### src/rtl/reg_file_if.sv
// reg_file_if: commander/ROB-facing bundle of the architectural register file.
//   master : driven by the commander/ROB side (source/dest indices, rename,
//            commit and rollback strobes); receives operand tag/value.
//   slave  : the register file itself.
// clk, rst and rdy are not part of the bundle; they stay plain ports.
interface reg_file_if #(
    parameter int REG_POS_W = 5,
    parameter int DATA_W    = 32,
    parameter int ROB_ID_W  = 5
);
    // operand read
    logic [REG_POS_W-1:0] rs1_from_cmd;
    logic [REG_POS_W-1:0] rs2_from_cmd;
    logic [ROB_ID_W-1:0]  Q1_to_cmd;
    logic [ROB_ID_W-1:0]  Q2_to_cmd;
    logic [DATA_W-1:0]    V1_to_cmd;
    logic [DATA_W-1:0]    V2_to_cmd;
    // dispatch rename
    logic                 enable_sign_from_cmd;
    logic [REG_POS_W-1:0] rd_from_cmd;
    logic [ROB_ID_W-1:0]  rob_id_from_cmd;
    // ROB commit / flush
    logic                 commit_sign;
    logic [REG_POS_W-1:0] rd_from_rob;
    logic [ROB_ID_W-1:0]  Q_from_rob;
    logic [DATA_W-1:0]    V_from_rob;
    logic                 rollback_sign;

    modport master (
        output rs1_from_cmd, rs2_from_cmd,
        input  Q1_to_cmd, Q2_to_cmd, V1_to_cmd, V2_to_cmd,
        output enable_sign_from_cmd, rd_from_cmd, rob_id_from_cmd,
        output commit_sign, rd_from_rob, Q_from_rob, V_from_rob,
        output rollback_sign
    );

    modport slave (
        input  rs1_from_cmd, rs2_from_cmd,
        output Q1_to_cmd, Q2_to_cmd, V1_to_cmd, V2_to_cmd,
        input  enable_sign_from_cmd, rd_from_cmd, rob_id_from_cmd,
        input  commit_sign, rd_from_rob, Q_from_rob, V_from_rob,
        input  rollback_sign
    );
endinterface

### src/rtl/reg_file.sv
// reg_file: 32 x DATA_W architectural register file with per-register ROB
// rename tags (Q). x0 is hardwired to zero (tag 0, value 0).
// Ports:
//   clk  - clock
//   rst  - asynchronous active-high reset (clears all data and tags)
//   rdy  - global ready; low freezes all state, reads stay live
//   bus  - reg_file_if.slave: rs1/rs2 combinational reads (Q/V), dispatch
//          rename (enable/rd/rob_id), ROB commit (rd/Q/V) and rollback.
// Optional macro REG_COMMIT_BYPASS_EN: read ports forward a same-cycle commit
// whose tag still matches the stored tag (Q reads 0, V reads commit value).
module reg_file #(
    parameter int REG_NUM   = 32,
    parameter int REG_POS_W = 5,
    parameter int DATA_W    = 32,
    parameter int ROB_ID_W  = 5
) (
    input logic       clk,
    input logic       rst,
    input logic       rdy,
    reg_file_if.slave bus
);

    logic [DATA_W-1:0]   data [REG_NUM];
    logic [ROB_ID_W-1:0] q    [REG_NUM];

    logic commit_ok;
    logic rename_ok;
    logic tag_match;

    assign commit_ok = bus.commit_sign && (bus.rd_from_rob != '0);
    assign rename_ok = bus.enable_sign_from_cmd && (bus.rd_from_cmd != '0);
    assign tag_match = (q[bus.rd_from_rob] == bus.Q_from_rob);

    always_ff @(posedge clk or posedge rst) begin
        if (rst) begin
            for (int unsigned i = 0; i < REG_NUM; i++) begin
                data[i] <= '0;
                q[i]    <= '0;
            end
        end else if (rdy) begin
            // The commit data write survives a rollback: the mispredicted
            // jump's link register must still land.
            if (commit_ok)
                data[bus.rd_from_rob] <= bus.V_from_rob;

            if (bus.rollback_sign) begin
                for (int unsigned i = 0; i < REG_NUM; i++)
                    q[i] <= '0;
            end else begin
                // A stale commit (younger rename present) keeps the tag.
                if (commit_ok && tag_match)
                    q[bus.rd_from_rob] <= '0;
                // Rename is placed last so it wins on a same-rd collision.
                if (rename_ok)
                    q[bus.rd_from_cmd] <= bus.rob_id_from_cmd;
            end
        end
    end

`ifdef REG_COMMIT_BYPASS_EN
    logic hit1;
    logic hit2;

    assign hit1 = commit_ok && rdy && (bus.rs1_from_cmd == bus.rd_from_rob)
                  && (q[bus.rs1_from_cmd] == bus.Q_from_rob);
    assign hit2 = commit_ok && rdy && (bus.rs2_from_cmd == bus.rd_from_rob)
                  && (q[bus.rs2_from_cmd] == bus.Q_from_rob);
`endif

    always_comb begin
        bus.Q1_to_cmd = q[bus.rs1_from_cmd];
        bus.V1_to_cmd = data[bus.rs1_from_cmd];
        bus.Q2_to_cmd = q[bus.rs2_from_cmd];
        bus.V2_to_cmd = data[bus.rs2_from_cmd];
`ifdef REG_COMMIT_BYPASS_EN
        if (hit1) begin
            bus.Q1_to_cmd = '0;
            bus.V1_to_cmd = bus.V_from_rob;
        end
        if (hit2) begin
            bus.Q2_to_cmd = '0;
            bus.V2_to_cmd = bus.V_from_rob;
        end
`endif
        if (bus.rs1_from_cmd == '0) begin
            bus.Q1_to_cmd = '0;
            bus.V1_to_cmd = '0;
        end
        if (bus.rs2_from_cmd == '0) begin
            bus.Q2_to_cmd = '0;
            bus.V2_to_cmd = '0;
        end
    end

endmodule

### src/flat_wrapper.sv
// flat-port wrapper written by rule: the top's interface ports become plain ports
module reg_file_flat 
#(
    parameter int REG_NUM   = 32,
    parameter int REG_POS_W = 5,
    parameter int DATA_W    = 32,
    parameter int ROB_ID_W  = 5
)
  (clk, rst, rdy, bus_rs1_from_cmd, bus_rs2_from_cmd, bus_Q1_to_cmd, bus_Q2_to_cmd, bus_V1_to_cmd, bus_V2_to_cmd, bus_enable_sign_from_cmd, bus_rd_from_cmd, bus_rob_id_from_cmd, bus_commit_sign, bus_rd_from_rob, bus_Q_from_rob, bus_V_from_rob, bus_rollback_sign);
  reg_file_if #(.REG_POS_W(REG_POS_W), .DATA_W(DATA_W), .ROB_ID_W(ROB_ID_W)) bus_i ();
  input logic clk;
  input logic rst;
  input logic rdy;
  input wire logic [$bits(bus_i.rs1_from_cmd)-1:0] bus_rs1_from_cmd;
  input wire logic [$bits(bus_i.rs2_from_cmd)-1:0] bus_rs2_from_cmd;
  output wire logic [$bits(bus_i.Q1_to_cmd)-1:0] bus_Q1_to_cmd;
  output wire logic [$bits(bus_i.Q2_to_cmd)-1:0] bus_Q2_to_cmd;
  output wire logic [$bits(bus_i.V1_to_cmd)-1:0] bus_V1_to_cmd;
  output wire logic [$bits(bus_i.V2_to_cmd)-1:0] bus_V2_to_cmd;
  input wire logic [$bits(bus_i.enable_sign_from_cmd)-1:0] bus_enable_sign_from_cmd;
  input wire logic [$bits(bus_i.rd_from_cmd)-1:0] bus_rd_from_cmd;
  input wire logic [$bits(bus_i.rob_id_from_cmd)-1:0] bus_rob_id_from_cmd;
  input wire logic [$bits(bus_i.commit_sign)-1:0] bus_commit_sign;
  input wire logic [$bits(bus_i.rd_from_rob)-1:0] bus_rd_from_rob;
  input wire logic [$bits(bus_i.Q_from_rob)-1:0] bus_Q_from_rob;
  input wire logic [$bits(bus_i.V_from_rob)-1:0] bus_V_from_rob;
  input wire logic [$bits(bus_i.rollback_sign)-1:0] bus_rollback_sign;
  assign bus_i.rs1_from_cmd = bus_rs1_from_cmd;
  assign bus_i.rs2_from_cmd = bus_rs2_from_cmd;
  assign bus_Q1_to_cmd = bus_i.Q1_to_cmd;
  assign bus_Q2_to_cmd = bus_i.Q2_to_cmd;
  assign bus_V1_to_cmd = bus_i.V1_to_cmd;
  assign bus_V2_to_cmd = bus_i.V2_to_cmd;
  assign bus_i.enable_sign_from_cmd = bus_enable_sign_from_cmd;
  assign bus_i.rd_from_cmd = bus_rd_from_cmd;
  assign bus_i.rob_id_from_cmd = bus_rob_id_from_cmd;
  assign bus_i.commit_sign = bus_commit_sign;
  assign bus_i.rd_from_rob = bus_rd_from_rob;
  assign bus_i.Q_from_rob = bus_Q_from_rob;
  assign bus_i.V_from_rob = bus_V_from_rob;
  assign bus_i.rollback_sign = bus_rollback_sign;
  reg_file #(.REG_NUM(REG_NUM), .REG_POS_W(REG_POS_W), .DATA_W(DATA_W), .ROB_ID_W(ROB_ID_W)) u_core (.clk(clk), .rst(rst), .rdy(rdy), .bus(bus_i));
endmodule
### config.mk
export PLATFORM = sky130hd
export DESIGN_NAME = reg_file_flat
export DESIGN_NICKNAME = d
export VERILOG_FILES = /design/src/rtl/reg_file_if.sv /design/src/rtl/reg_file.sv /design/src/flat_wrapper.sv
export SDC_FILE = /design/constraint.sdc
export NUM_CORES = 2
export LEC_CHECK = 0
export CORE_UTILIZATION = 44
export DETAILED_ROUTE_END_ITERATION = 12
export DONT_BUFFER_PORTS = 1
export SYNTH_ARGS = -nofsm -noshare
export SYNTH_HDL_FRONTEND = slang
export SYNTH_SLANG_ARGS = --single-unit
### constraint.sdc
create_clock -name clk -period 33.6 [get_ports clk]
set_clock_uncertainty 0.1 [all_clocks]
set_input_delay 3.36 -clock clk [delete_from_list [all_inputs] [get_ports clk]]
set_output_delay 3.36 -clock clk [all_outputs]
set_load 0.02 [all_outputs]
After elaboration in Yosys (flattened, before gate mapping) --
Cells that the tools add are included.
Storage, ports and cells: register bits 1184, input bits 68, output and inout port bits 74
Operators by class: $lt $le $gt $ge 6, equality and inequality tests 1, mux-type cells 32, bitwise logic cells 6, reduce and logical (&&, ||, !) cells 10
Operators with widths (number):
- 1024-bit bitwise mux | 1
- 160-bit 2-to-1 mux | 5
- 32-bit binary-select mux with 5-bit select | 2
- 32-bit 2-to-1 mux | 7
- 160-bit bitwise AND | 1
- 160-bit bitwise mux | 1
- 32-bit demux with 5-bit select | 1
- 160-bit NOT | 1
- 5-bit binary-select mux with 5-bit select | 3
- 5-bit demux with 5-bit select | 2
- 5-bit 2-to-1 mux | 10
- 6-bit >= comparator (second input constant) | 4
- 5-bit NOT with 6-bit output | 4
- 6-bit by 1-bit less-than comparator with 1-bit output (second input constant) | 2
- 5-bit logical NOT | 2
- 5-bit nonzero test | 2
- 5-bit equality test | 1
- 1-bit logical AND | 5
- 2-bit AND reduction | 1

Logic depth before layout (Yosys ltp) --
word-level depth 13, mapped depth 12, mapped depth without buffers 8

Least setup slack after synthesis --
Ideal clock, no wire load.
kind input to output, start point in bus_rs1_from_cmd[0], end point out bus_V1_to_cmd[10], data arrival time 5.579 ns, required time 30.140 ns, path slack 24.561 ns, stages 7, cells stage by stage buf_2 -> clkbuf_1 -> buf_1 -> mux4_2 -> mux4_2 -> mux2i_1 -> nor2_1
On the way: cells in the longest elaborated chain, start to end 5, elaborated cells between the ends (all ways) 6, those cells by class mux (4); bitwise (1); reduce/logical (1)
RTL lines:
- start, declared | line flat_wrapper.sv:14 | input wire logic [$bits(bus_i.rs1_from_cmd)-1:0] bus_rs1_from_cmd;
- 5-bit NOT with 6-bit output (not written as such) | line reg_file.sv:72 | bus.V1_to_cmd = data[bus.rs1_from_cmd];
- 32-bit binary-select mux with 5-bit select | line reg_file.sv:72
- 32-bit 2-to-1 mux (not written as such) (2 in series) | line reg_file.sv:72
- 32-bit 2-to-1 mux (*) | line reg_file.sv:85 | if (bus.rs1_from_cmd == '0) begin
- end, declared | line flat_wrapper.sv:18 | output wire logic [$bits(bus_i.V1_to_cmd)-1:0] bus_V1_to_cmd;
Mark *: on every way between the ends. The rest lies on a longest branch, timed or not. The select of a mux whose other input is x is not followed.

Worst setup path in the final report --
start point in bus_rs1_from_cmd[0], end point out bus_V1_to_cmd[31]
The elaborated chain is that of the path after synthesis.

==> key figures <==
Floorplan
  • I/O Pins: 142
  • Core ar.: 148400 sq um
  • Die Y: 389.5 um
  • Initial Utilization: 44.52%
  • DIE AREA: 151700 sq um
  • Die X: 389.5 um
  • Num rows: 141

Place
  • Final HPWL from detailed placement: 99940 um
  • Placer Congestion: 0.8351
  • Number of I/O port buffers: 0
  • Placed cell count: 6045
  • Placed inst area: 67240 sq um

STA
  • Setup total negative slack: 0 ns
  • Final setup vio count: 0
  • RSZ-0062 raised after global routing: false
  • Tightest Pin Transition: 1.233 ns
  • Slew headroom: 17.62%
  • Hold_ws: 0.2889 ns
  • Min Tclk post-route: 9.056 ns
  • Final hold vios: 0
  • Period utilization: 26.95%
  • Peak Freq: 0.1104 GHz
  • Max Slew Vio Count: 0

Clock network
  • CTS Root Cell: clkbuf_16
  • Hold buffer count at CTS: 0
  • Clock buffer depth: 3
  • H-tree depth: 4
  • Clock sink total: 1184
  • CTS tree: built
  • Cts repair resizes: 0
  • Setup Buffers After CTS: 0
  • Worst-path clk slew: 0.06 ns
  • CTS buffer count: 137
  • Latest clock arrival within the worst-skew pair: 0.78 ns

Cells and area
  • Area Growth Syn to Fin: 8.940%
  • Share of layout cells above drive strength 1: 48.89%
  • Layout Cells excl Fill: 6293
  • Post-route design area: 71960 sq um
  • Fillers: 12590
  • Reg area: 29630 sq um
  • Nets: 4250
  • Multi-input logic area: 34680 sq um
  • Ant. Diodes: 0

Power and ir drop
  • Logic gate share of total power: 15.2%
  • Sw Share: 25.04%
  • Part of the power in the clock network: 39.8%
  • Seq pwr share: 45.0%
  • Net load switching power: 0.0009834 W
  • Overall power: 0.003927 W
  • Pint: 0.002944 W
  • Worst ir drop on vdd: 0.05683 mV
  • PwrDens: 54.57 nW/um^2
  • Leak: 30.46 nW

Global routing
  • Global-route wire length before repair: 293200 um
  • Gr ovfl total: 0
  • Largest net degree at the start of global routing: 298
  • Number of global-route vias before repair: 42220
  • Total GRT Usage: 26.26%
  • Initial antenna violation count: 0

Job
  • Max Cap Viol: 0

Logic synthesis
  • Area contributors post-synth: dfrtp_1 (45%), mux4_2 (26%), mux2_2 (17%), clkbuf_1 (1.7%), nand3b_1 (1.7%)
  • Synth area leader: dfrtp_1
  • YS warnings: 0
  • Flops & latches, synth: 1184
  • Syn Inst Count: 4474
  • Post-synth top flop: dfrtp_1
  • Synth top area share: 44.85%
  • Synth Net Count: 4542
  • Post-synth ARST share: 100.0%
  • Mapped Area: 66060 sq um
  • Sequential-to-total area share from yosys stat: 44.85%
  • Mean post-synth cell area: 14.76 sq um
  • Count of cell types in the netlist: 40
  • EDFF count, synth: 0

Worst setup path
  • FF-to-FF Start: u_core.q[42]
  • R2r setup slk: 29.69 ns
  • CP arrival: 5.60 ns
  • Crit Path Category: in -> out
  • Setup crit end kind: output pin
  • Maximum fanout along the worst path: 297
  • Required time of the worst setup path: 30.14 ns
  • Critical path launch point type: input port
  • Reg2reg path depth: 7
  • RR Endpoint: u_core.q[33]

Detailed routing
  • Detailed-route via count: 40870
  • DR pass1 iterations: 5
  • Antenna Nets Post-Route: 0
  • First DRT Iteration DRCs: 3729
  • Routed length on met2: 92960 um
  • Routed Wire Length: 195500 um
  • Highest routed layer: met4
  • Via density: 6.495
  • Routed len/inst: 31.06 um
  • Post-Route M1 WL: 85140 um
  • # DRC: 0
  • Routed wl met3: 11590 um

Min path
  • Worst Hold Launch: u_core.data[995]
  • Worst hold path class: reg -> reg
  • Hold Path End: u_core.data[995]
  • WHS Path Cells: 0

Outcome
  • Status: completed
==> registers in the layout, summed over array words and instances (netlist names) <==
signal	flops
u_core.data	1024
u_core.q	160
==> cells in the final DEF (no fill, tap or decap), drive strengths merged <==
cell      instances
dfrtp          1184
mux2            992
mux4            764
nor2            285
clkbuf          202
o21ai           155
a21oi           149
nand3b          146
mux2i           106
nand2            63
buf              51
a22oi            30
nand4            28
clkinv           25
nand3            21
and2             14
bufinv           12
nor3              7
inv               7
nor2b             6
nor3b             6
nand2b            5
and3              5
and3b             5
clkinvlp          5
o22ai             4
xnor2             4
or2               3
or4               2
nor4              2
a21boi            1
and4              1
xor2              1
==> metal layers <==
layer  up-vias  global-route usage [%]
li1      16740                       -
met1     22540                   37.41
met2      1305                   41.08
met3       286                   4.558
met4         0                   8.332
met5         -                       0
==> per-stage QoR <==
step	util (%)	setup slack [ns]
global route	48.50	24.45
detailed placement	45.32	24.31
global placement	45.32	24.39
finish	48.50	24.54
floorplan	-	13.79
CTS	48.50	24.68
==> cell usage after synthesis (2+ instances only) <==
master,n
o22ai_1,4
mux4_2,764
nand4_1,27
nand3b_1,146
buf_4,4
dfrtp_1,1184
o21ai_0,57
buf_1,68
nor2b_1,6
clkbuf_1,294
xnor2_1,3
nor2_1,265
nand2b_1,5
buf_2,112
mux2i_1,106
o21ai_1,98
inv_1,3
nor2_2,20
nand2_1,63
nor3_2,5
and2_0,2
or4_1,2
a22oi_1,30
a21oi_1,149
nor3_1,2
nand3_1,21
or2_2,3
nor3b_1,6
and3b_1,5
mux2_2,992
buf_6,4
and2_1,12
and3_1,5
==> power groups by stage <==
stage               Clock, W  Combinational (W)  Sequential [W]
finish               0.00156           0.000597         0.00177
floorplan                  0           0.000560         0.00174
global route         0.00165           0.000639         0.00179
CTS                  0.00159           0.000602         0.00176
detailed placement         0           0.000601         0.00179
global placement           0           0.000589         0.00177
==> worst max-delay path: stages <==
cell     delay [ns]
mux4_2         0.64
mux4_2         0.50
mux2i_1        0.57
nor2_1         0.26
==> cells by family (layout without fill, tap and decap cells) <==
group / after synthesis / after routing / synth area share (%)
compound gates: 339 / 339 / 2.693
simple gates: 599 / 599 / 4.748
xor+xnor: 5 / 5 / 0.1061
mux: 1862 / 1862 / 44.56
buf+inv: 485 / 302 / 3.036
flops: 1184 / 1184 / 44.85
==> cell type report <==
type                       instances  share of cell area (%)
multi-input combinational       2805                   48.19
sequential                      1184                   41.17
clock buffer                     202                   5.757
tap                             2002                   3.481
clock inverter                    46                  0.8085
timing repair buffer              51                  0.5668
inverter                           3                 0.02434
==> worst max path at each step <==
stage	to	slack (ns)	cells past startpoint	from
floorplan	u_core.data[0]	13.79	1	rst
global placement	u_core.data[581]	24.39	7	rst
detailed placement	u_core.data[581]	24.31	7	rst
CTS	bus_V1_to_cmd[31]	24.68	4	bus_rs1_from_cmd[0]
global route	u_core.data[583]	24.45	7	rst
finish	bus_V1_to_cmd[31]	24.54	4	bus_rs1_from_cmd[0]
Power figures use the tool's default switching activity.
